## src/rtl/sram_fifo_pkg.sv

```systemverilog
// Shared sizing and types for the SRAM-backed FIFO controller.
//   DEPTH   : SRAM locations (must equal 2**PTR_W)
//   WIDTH   : data word width
//   PTR_W   : SRAM address / pointer width
//   ptr_t   : SRAM address type
//   word_t  : data word type
//   level_t : occupancy type, wide enough for 0..DEPTH+2
package sram_fifo_pkg;
    localparam int DEPTH = 8;
    localparam int WIDTH = 32;
    localparam int PTR_W = 3;

    typedef logic [PTR_W-1:0] ptr_t;
    typedef logic [WIDTH-1:0] word_t;
    typedef logic [3:0]       level_t;
endpackage

```

## src/rtl/sram_fifo_ctrl.sv

```systemverilog
// Valid/ready FIFO controller wrapped around a single-ported 8x32 SRAM
// with a one-cycle registered read. Each cycle issues exactly one SRAM
// operation (write or read). A read ("fetch") lands one cycle later in a
// one-entry output register that presents rd_data to the consumer.
//
// Ports:
//   clk, reset_n      : clock, asynchronous active-low reset
//   wr_valid/wr_ready : producer handshake, wr_data is the word
//   rd_valid/rd_ready : consumer handshake, rd_data is the registered word
//   level             : SRAM entries + in-flight fetch + output register
//   full / empty      : SRAM holds DEPTH entries / level is zero
//   mem_address, mem_write_enable, mem_write_data : drive the SRAM
//   mem_read_data     : SRAM read data, valid the cycle after a read
import sram_fifo_pkg::*;

module sram_fifo_ctrl (
    input  logic   clk,
    input  logic   reset_n,
    input  logic   wr_valid,
    output logic   wr_ready,
    input  word_t  wr_data,
    output logic   rd_valid,
    input  logic   rd_ready,
    output word_t  rd_data,
    output level_t level,
    output logic   full,
    output logic   empty,
    output ptr_t   mem_address,
    output logic   mem_write_enable,
    output word_t  mem_write_data,
    input  word_t  mem_read_data
);

    ptr_t   r_wr_ptr;
    ptr_t   r_rd_ptr;
    level_t r_count;
    logic   r_fetch_pending;
    logic   r_out_valid;
    word_t  r_out_data;

    logic   w_pop;
    logic   w_fetch;
    logic   w_push;
    logic   w_wr_ready;

    always_comb begin
        w_pop      = r_out_valid && rd_ready;
        // Only one fetch may be outstanding, and it may only be issued
        // when the output register is guaranteed free on landing.
        w_fetch    = !r_fetch_pending && (r_count != '0) && (!r_out_valid || w_pop);
        // Reads win the single SRAM port, so the producer stalls in fetch cycles.
        w_wr_ready = (r_count != level_t'(DEPTH)) && !w_fetch;
        // Gated by reset so no SRAM write can escape while reset_n is low.
        w_push     = wr_valid && w_wr_ready && reset_n;

        wr_ready         = w_wr_ready;
        rd_valid         = r_out_valid;
        rd_data          = r_out_data;
        level            = r_count + level_t'(r_fetch_pending) + level_t'(r_out_valid);
        full             = (r_count == level_t'(DEPTH));
        empty            = (level == '0);

        // Idle cycles issue a harmless read of rd_ptr whose data is ignored.
        mem_write_enable = 1'b0;
        mem_address      = r_rd_ptr;
        mem_write_data   = '0;
        if (w_push) begin
            mem_write_enable = 1'b1;
            mem_address      = r_wr_ptr;
            mem_write_data   = wr_data;
        end
    end

    always_ff @(posedge clk or negedge reset_n) begin
        if (!reset_n) begin
            r_wr_ptr        <= '0;
            r_rd_ptr        <= '0;
            r_count         <= '0;
            r_fetch_pending <= 1'b0;
            r_out_valid     <= 1'b0;
            r_out_data      <= '0;
        end else begin
            // Push and fetch are mutually exclusive, so count moves by at most one.
            if (w_push) begin
                r_wr_ptr <= r_wr_ptr + 1'b1;
                r_count  <= r_count + 1'b1;
            end else if (w_fetch) begin
                r_rd_ptr <= r_rd_ptr + 1'b1;
                r_count  <= r_count - 1'b1;
            end

            r_fetch_pending <= w_fetch;

            if (r_fetch_pending) begin
                r_out_data  <= mem_read_data;
                r_out_valid <= 1'b1;
            end else if (w_pop) begin
                r_out_valid <= 1'b0;
            end
        end
    end

endmodule

```

## config.mk

```make
export PLATFORM = sky130hd
export DESIGN_NAME = sram_fifo_ctrl
export DESIGN_NICKNAME = d
export VERILOG_FILES = /design/src/rtl/sram_fifo_pkg.sv /design/src/rtl/sram_fifo_ctrl.sv
export SDC_FILE = /design/constraint.sdc
export NUM_CORES = 1
export LEC_CHECK = 0
export ABC_CLOCK_PERIOD_IN_PS = 3800
export CORE_MARGIN = 8
export CORE_UTILIZATION = 36
export DETAILED_ROUTE_END_ITERATION = 8
export MAX_ROUTING_LAYER = met4
export PLACE_DENSITY_LB_ADDON = 0.05
export SKIP_LAST_GASP = 1
export SLEW_MARGIN = 20
export SYNTH_ARGS = -nofsm -noshare
export SYNTH_HDL_FRONTEND = slang
export SYNTH_SLANG_ARGS = --single-unit
```

## constraint.sdc

```tcl
create_clock -name clk -period 3.8 [get_ports clk]
set_input_delay 1.14 -clock clk [delete_from_list [all_inputs] [get_ports clk]]
set_output_delay 1.14 -clock clk [all_outputs]
set_load 0.02 [all_outputs]
```

==> summary.txt <==
Finish
  • Multi-input gate area: 0.001059 sq mm
  • Post-route design area: 0.003831 sq mm
  • FF+latch area: 0.001101 sq mm
  • Highest-count cells in the layout ignoring fill and taps: 104 x clkdlybuf4s50_1, 44 x dfrtp_1, 34 x buf_2
  • Layout cell share with drive strength beyond 1: 0.3021
  • # fillers: 499
  • Final core utilization: 0.6471
  • Layout area overhead: 73.09%
  • Final net count: 415
  • Most frequent standard cell in the layout excluding fill and tap cells: clkdlybuf4s50_1
  • Count of antenna diodes in the layout: 0
  • Post-layout instance count excluding filler cells: 416

Global routing
  • Maximum number of pins on one net before global-route repair: 46
  • Number of antenna violations at the first check in global routing: 0
  • First-pass GRT wire length: 10760 um
  • GRT Total Usage: 0.1564
  • Vias in the first global route: 2082
  • Residual overflow from global routing: 0

Die
  • Total Die Area: 0.008913 sq mm
  • Number of core rows: 28
  • Effective utilization at floorplan: 0.3738
  • Floorplan die height: 94.41 um
  • Core box area: 0.005921 sq mm
  • Io pins: 144
  • DIE WIDTH: 94.41 um

Pwr
  • Pwr/cell area: 842.9 mW/mm^2
  • Leakage: 1.736 nW
  • Worst supply voltage drop on vdd: 0.5742 mV

Placement
  • DP Worst Slack: -0.5337 ns
  • Buffers added on ports: 143
  • Final weighted congestion in routability-driven placement: 0.8953
  • HPWL after DPL: 5398 um
  • Cell Area, Placed: 0.003810 sq mm
  • Number of cells in the design after placement: 403

Clock network
  • Depth of the CTS H-tree: 2
  • CTS Hold Bufs: 0
  • Number of buffers added by the clock tree synthesis step: 5
  • Buffer type at the clock tree root: clkbuf_8
  • Number of clock sinks: 44
  • Clock transition at path regs: 0.08 ns
  • Clock tree from TritonCTS: done
  • Deepest clock path buffer count: 2
  • Clock latency on the worst-skew pair: 0.29 ns

Synth
  • Number of flip-flops and latches in the synthesized netlist: 44
  • Number of distinct library cell variants in the gate-level netlist after synthesis: 34
  • Seq/Total Area, Yosys: 0.4975
  • Post-synthesis async set-or-reset flop share: 1.000
  • Net count of the mapped netlist: 254
  • Number of synthesized flops with an enable pin: 0
  • Count of yosys warnings during synthesis: 0
  • Average instance area after synthesis: 12.37 sq um
  • Prevailing post-synth register cell: dfrtp_1
  • Syn Inst Count: 179
  • Post-synthesis cell area: 0.002213 sq mm

Drt
  • Drt first pass iters: 4
  • Wirelength, routed: 6896 um
  • Vias post-DR: 1957
  • Violation count after the first detailed-routing iteration: 41
  • Via-to-Cell Ratio: 4.704
  • Number of antenna-violating nets in the routed design: 0
  • Remaining design rule violation count: 0
  • Wire length per cell after detailed routing: 16.58 um

STA
  • Relative slew margins: 0.6259
  • Final cycle utilization of the critical path: 0.9719
  • Setup Viol. Count Final: 0
  • RSZ-0062 raised after global routing: no
  • Endpoints failing hold: 0
  • Achievable Freq: 270.8 MHz
  • Pin slew with the least headroom to its limit: 0.5611 ns
  • Post-layout worst setup margin: 0.1067 ns
  • Count of pins over their slew limit: 0
  • Final period demand of the worst path: 3.693 ns
  • Clk_skew: 0.006101 ns

Setup path
  • Largest fanout on the critical path: 8
  • Start-to-end type of the worst setup path: in2out
  • Required time worst endpoint: 2.66 ns
  • Type of element launching the critical path: input pin
  • Setup crit end kind: output pin
  • Reg2Reg Depth: 11
  • Critical path data arrival time: 2.55 ns

Hold path
  • Hold path depth: 1
  • Worst hold-check path type: reg2reg

Status
  • Status: finished clean

Run
  • Max_cap viols: 0
logic make-up after synthesis:
kind of cell	Yosys count	share of synthesized area
simple gates	56	0.1588
flops	44	0.4975
mux	37	0.1882
compound gates	14	0.05088
buf+inv	14	0.03053
xor+xnor	7	0.02770
fa+ha+maj	7	0.04635
cells in the mapped netlist (2+ instances only):
master / number / area share
xor2_1: 4 / 0.016
mux2_2: 33 / 0.17
or3_1: 2 / 0.0057
a21oi_1: 4 / 0.0090
buf_1: 2 / 0.0034
clkbuf_2: 3 / 0.0068
a21o_1: 2 / 0.0068
inv_1: 5 / 0.0085
mux2_1: 4 / 0.020
nor4_1: 2 / 0.0057
nor2b_1: 2 / 0.0057
nand2_1: 4 / 0.0068
fa_1: 2 / 0.018
xnor2_1: 3 / 0.012
dfrtp_1: 44 / 0.50
nand3_1: 3 / 0.0068
clkbuf_1: 2 / 0.0034
o21ai_0: 2 / 0.0045
nor3_1: 3 / 0.0068
nor2_1: 3 / 0.0051
and2_1: 33 / 0.093
ha_1: 5 / 0.028
power by group:
group	internal [mW]	total [mW]	switching [mW]
Clock	0.198	0.359	0.161
Sequential	0.713	0.870	0.157
Combinational	1.04	2.00	0.962
state kept, by name, summed over array words and instances (netlist names):
register,count
rd_data,32
r_count,4
r_rd_ptr,3
r_wr_ptr,3
r_fetch_pending,1
rd_valid,1
metrics by stage:
step / total power, mW / hold slack (ns) / TNS [ns]
finish: 3.229 / 0.4854 / 0
global route: 3.439 / 0.5059 / 0
CTS: 3.285 / 0.4901 / 0
detailed placement: 2.914 / 0.4665 / -14.87
global placement: 2.887 / 0.4706 / -13.11
floorplan: 1.988 / 0.4379 / 0
layer usage:
metal	up-vias	GRT usage	part of all wire
li1	936	-	-
met1	913	0.1759	0.40
met2	101	0.2538	0.48
met3	7	0.06032	0.11
met4	0	0.04095	0.0096
met5	-	-	0
what timing repair did:
item / in CTS / in global routing
endpoints found under the setup margin: 36 / 31
setup buffers: 4 / 0
cloned: 1 / 0
gates resized for setup: 145 / 2
pin swaps: 1 / 1
critical path, cell delays in order:
cell and delay, ns:
dlygate4sd2_1 0.25, nand2b_4 0.16, a311oi_4 0.36, buf_12 0.17, mux2_1 0.32, buf_2 0.16
path summary, 6_finish.rpt:
| check | startpoint | slack (ns) | end |
|---|---|---|---|
| worst max-delay path | rd_ready | 0.11 | mem_address[0] |
| worst min-delay path | r_rd_ptr[2]$_DFFE_PN0P_ | 0.49 | r_rd_ptr[2]$_DFFE_PN0P_ |
| worst max register to register | r_count[0]$_DFFE_PN0P_ | 0.79 | r_count[3]$_DFFE_PN0P_ |
| worst min register to register | r_rd_ptr[2]$_DFFE_PN0P_ | 0.49 | r_rd_ptr[2]$_DFFE_PN0P_ |
| max in group asynchronous | reset_n | 2.44 | r_count[3]$_DFFE_PN0P_ |
| min in group asynchronous | reset_n | 0.98 | rd_data[19]$_DFFE_PN0P_ |
layout make-up:
class,count,share of cell area
Clock buffer,5,0.01796
Inverter,5,0.004899
Clock inverter,3,0.01208
Sequential cell,44,0.2874
Timing Repair Buffer,163,0.3769
Tap cell,75,0.02449
Multi-Input combinational cell,121,0.2763
No activity file was read; power rests on OpenSTA's default activity.
